[src/rtl/gate_truth_checker_settle_timer.sv]
// 4-bit down-counter timing the settle interval; expired is high while the
// count is zero, so a preload of N-1 gives N cycles of SETTLE.
module settle_timer (
  input  logic       clk,
  input  logic       rst_n,
  input  logic       load,
  input  logic [3:0] load_value,
  input  logic       en,
  output logic       expired
);

  logic [3:0] cnt;

  // NOTE: sequential state is updated with <= so every register samples
  // pre-edge values; blocking = here would create order-dependent races.
  always_ff @(posedge clk or negedge rst_n) begin
    if (!rst_n) begin
      cnt <= 4'd0;
    end else if (load) begin
      cnt <= load_value;
    end else if (en && cnt != 4'd0) begin
      cnt <= cnt - 4'd1;
    end
  end

  assign expired = (cnt == 4'd0);

endmodule

[config.mk]
export PLATFORM = sky130hd
export DESIGN_NAME = settle_timer
export DESIGN_NICKNAME = d
export VERILOG_FILES = /design/src/rtl/gate_truth_checker_settle_timer.sv
export SDC_FILE = /design/constraint.sdc
export NUM_CORES = 1
export LEC_CHECK = 0
export CORE_AREA = 2 2 39 41
export CTS_CLUSTER_SIZE = 12
export DETAILED_ROUTE_END_ITERATION = 7
export DIE_AREA = 0 0 41 43
export GPL_ROUTABILITY_DRIVEN = 0
export HOLD_SLACK_MARGIN = 0.03
export SLEW_MARGIN = 20
export SYNTH_ARGS = -nofsm -noshare
export SYNTH_HDL_FRONTEND = slang
export SYNTH_SLANG_ARGS = --single-unit
[constraint.sdc]
create_clock -name clk -period 4.1 [get_ports clk]
set_clock_uncertainty 0.15 [all_clocks]
set_input_delay 1.025 -clock clk [delete_from_list [all_inputs] [get_ports clk]]
set_output_delay 1.025 -clock clk [all_outputs]
set_load 0.03 [all_outputs]
==> reports/results.tsv <==
metric	value	unit
outcome	complete, no violations	
cts-resized-gates	0	
fin_nets	48	
max-vdd-ir-drop	0.126	mV
nFillCells	159	
vias	226	
place_hpwl	418	um
ys_ff_latch	4	
worst_pin_slew	334	ps
antenna_cells	0	
setup_tns	0	ps
grt_start_max_net_pins	11	
ctsHoldBuffers	0	
syn-num-nets	36	
die_x	41	um
crit_family	buffers and inverters	
clk_pin_slew_worst_paths	30	ps
synth_warnings	0	
drv_cap	0	
period_share	76.4	%
drcViolationCount	0	
area_delta_synth_final	41.2	%
cp.required	2920	ps
syn_avg_cell_area	10.0	sq um
critPathBufInv	2	
final_util	27.6	%
multi_input_area	148	sq um
finalMaxSlewViolations	0	
die-area	1760	sq um
largest-register	cnt	
drt_iter0_markers	0	
p_leak	0.159	nW
worst_slack	969	ps
rsz0062_at_grt	no	
wire_per_inst	9.92	um
die_y	43	um
hold_class	register to register	
hold_viol	0	
seqCellArea	100	sq um
htreeDepth	1	
firstDrtPassIters	1	
core_area	1380	sq um
arrival	1960	ps
io_buffers	8	
critPathSlowestCell	clkdlybuf4s50_1	
layout-drive-gt1-share	16.2	%
grt_overflow	0	
largest_reg_flops	4	
dp_cells	50	
fin_crit	3130	ps
synth_cells	27	
ant_nets	0	
clk_latency	230	ps
max_stage_delay	730	ps
place_ws	1180	ps
power_density	335	nW/um^2
grt_pass1_vias	231	
crit_fanout	5	
cts.sinks	4	
setup_viol	0	
worstSetupEndpointType	output pin	
crit_path_start_kind	register	
numCtsBuffers	3	
synth_top_area_cell	dfrtp_1	
crit_path_cell_trace	inv_1 > ha_1 > nor3b_2 > clkdlybuf4s50_1	
worstSetupPathType	register to output pin	
root_buffer	clkbuf_4	
antenna_found_initial	0	
synth.distinct_cells	18	
grtUsageTotal	7.87	%
final_cells	53	
yosys-top-cells-area	dfrtp_1, nor4b_2, ha_1	
routed_wl	526	um
max_freq	0.319	GHz
netlist_area	270	sq um
whs	466	ps
rows	14	
cts_tree	done	
synth_top_area_share	37.0	%
slew_headroom	77.7	%
io_pins	9	
cts_buffer_depth	2	
grt_pass1_wl	876	um
biggestRegsByFlops	cnt: 4 flops	
post-cts-setup-buffers	0	
avgViaCountPerCell	4.26	
start_util	19.5	%
yosysSeqAreaShare	37.0	%
## synth_stat cells
library cell and instances:
a221o_1 1, nor3b_1 1, o21ai_0 2, a21oi_1 1, or4_1 1, nor3b_2 1
nor4b_2 1, or2b_1 1, dfrtp_1 4, o21a_1 1, and4b_1 1, inv_1 3
ha_1 1, nand2_1 3, buf_6 1, nor3_1 2, o211ai_2 1, o31a_1 1
## cell type report
| class | count | share of cell area, % |
|---|---|---|
| tap | 16 | 5.25 |
| clock buffer | 3 | 5.90 |
| multi-input combinational | 19 | 38.7 |
| inverter | 3 | 2.95 |
| sequential | 4 | 26.2 |
| timing repair buffer | 8 | 21.0 |
## path summary, 6_finish.rpt
kind / from / end / slack (ps) / cells after the start
max in group asynchronous: rst_n / cnt[1] / 2780 / 1
min in group asynchronous: rst_n / cnt[3] / 850 / 1
worst max register to register: cnt[0] / cnt[1] / 2480 / 5
worst min-delay path: cnt[1] / cnt[1] / 470 / 2
worst max-delay path: cnt[0] / expired / 970 / 4
worst min register to register: cnt[1] / cnt[1] / 470 / 2
## placed cells by master (no fill, tap or decap)
| master | count |
|---|---|
| or2b_1 | 1 |
| o21ai_0 | 2 |
| clkdlybuf4s50_1 | 8 |
| a21oi_1 | 1 |
| o31a_1 | 1 |
| ha_1 | 1 |
| nor3_1 | 2 |
| inv_1 | 3 |
| dfrtp_1 | 4 |
| and4b_1 | 1 |
| o21a_1 | 1 |
| clkbuf_4 | 3 |
| nor4b_2 | 1 |
| or4_1 | 1 |
| a221o_1 | 1 |
| nand2_1 | 3 |
| nor3b_2 | 1 |
| nor3b_1 | 1 |
| o211ai_2 | 1 |
## worst register-to-register path: stages (launching register included)
cell      delay, ps
dfrtp_1         400
inv_1            60
ha_1            230
nor3b_2         190
or4_1           420
o211ai_2         90
## routing by layer
layer / routed length (um) / up-vias / track usage [%]
met5: 0 / - / 0
met4: 0 / 0 / 8.00
met3: 19 / 0 / 1.57
met2: 272 / 4 / 10.3
met1: 234 / 103 / 9.80
li1: - / 119 / -
## report_power, final
group | switching [mW] | internal [mW]
Sequential | 0.00529 | 0.0446
Clock | 0.0142 | 0.0326
Combinational | 0.0136 | 0.0176
## logic make-up after synthesis
kind of cell | share of synthesized area, %
AOI/OAI and AO/OA | 19.9
adders and majority gates | 4.63
buffers and inverters | 8.33
DFF | 37.0
and+or+nand+nor | 30.1
## stage by stage
stage	total power, mW	cell area, sq um
final	0.128	382
after global routing	0.136	382
after global placement	0.0816	359
after floorplan	0.0695	270
after detailed placement	0.0823	359
after CTS	0.132	382
No activity file was read; power rests on OpenSTA's default activity.
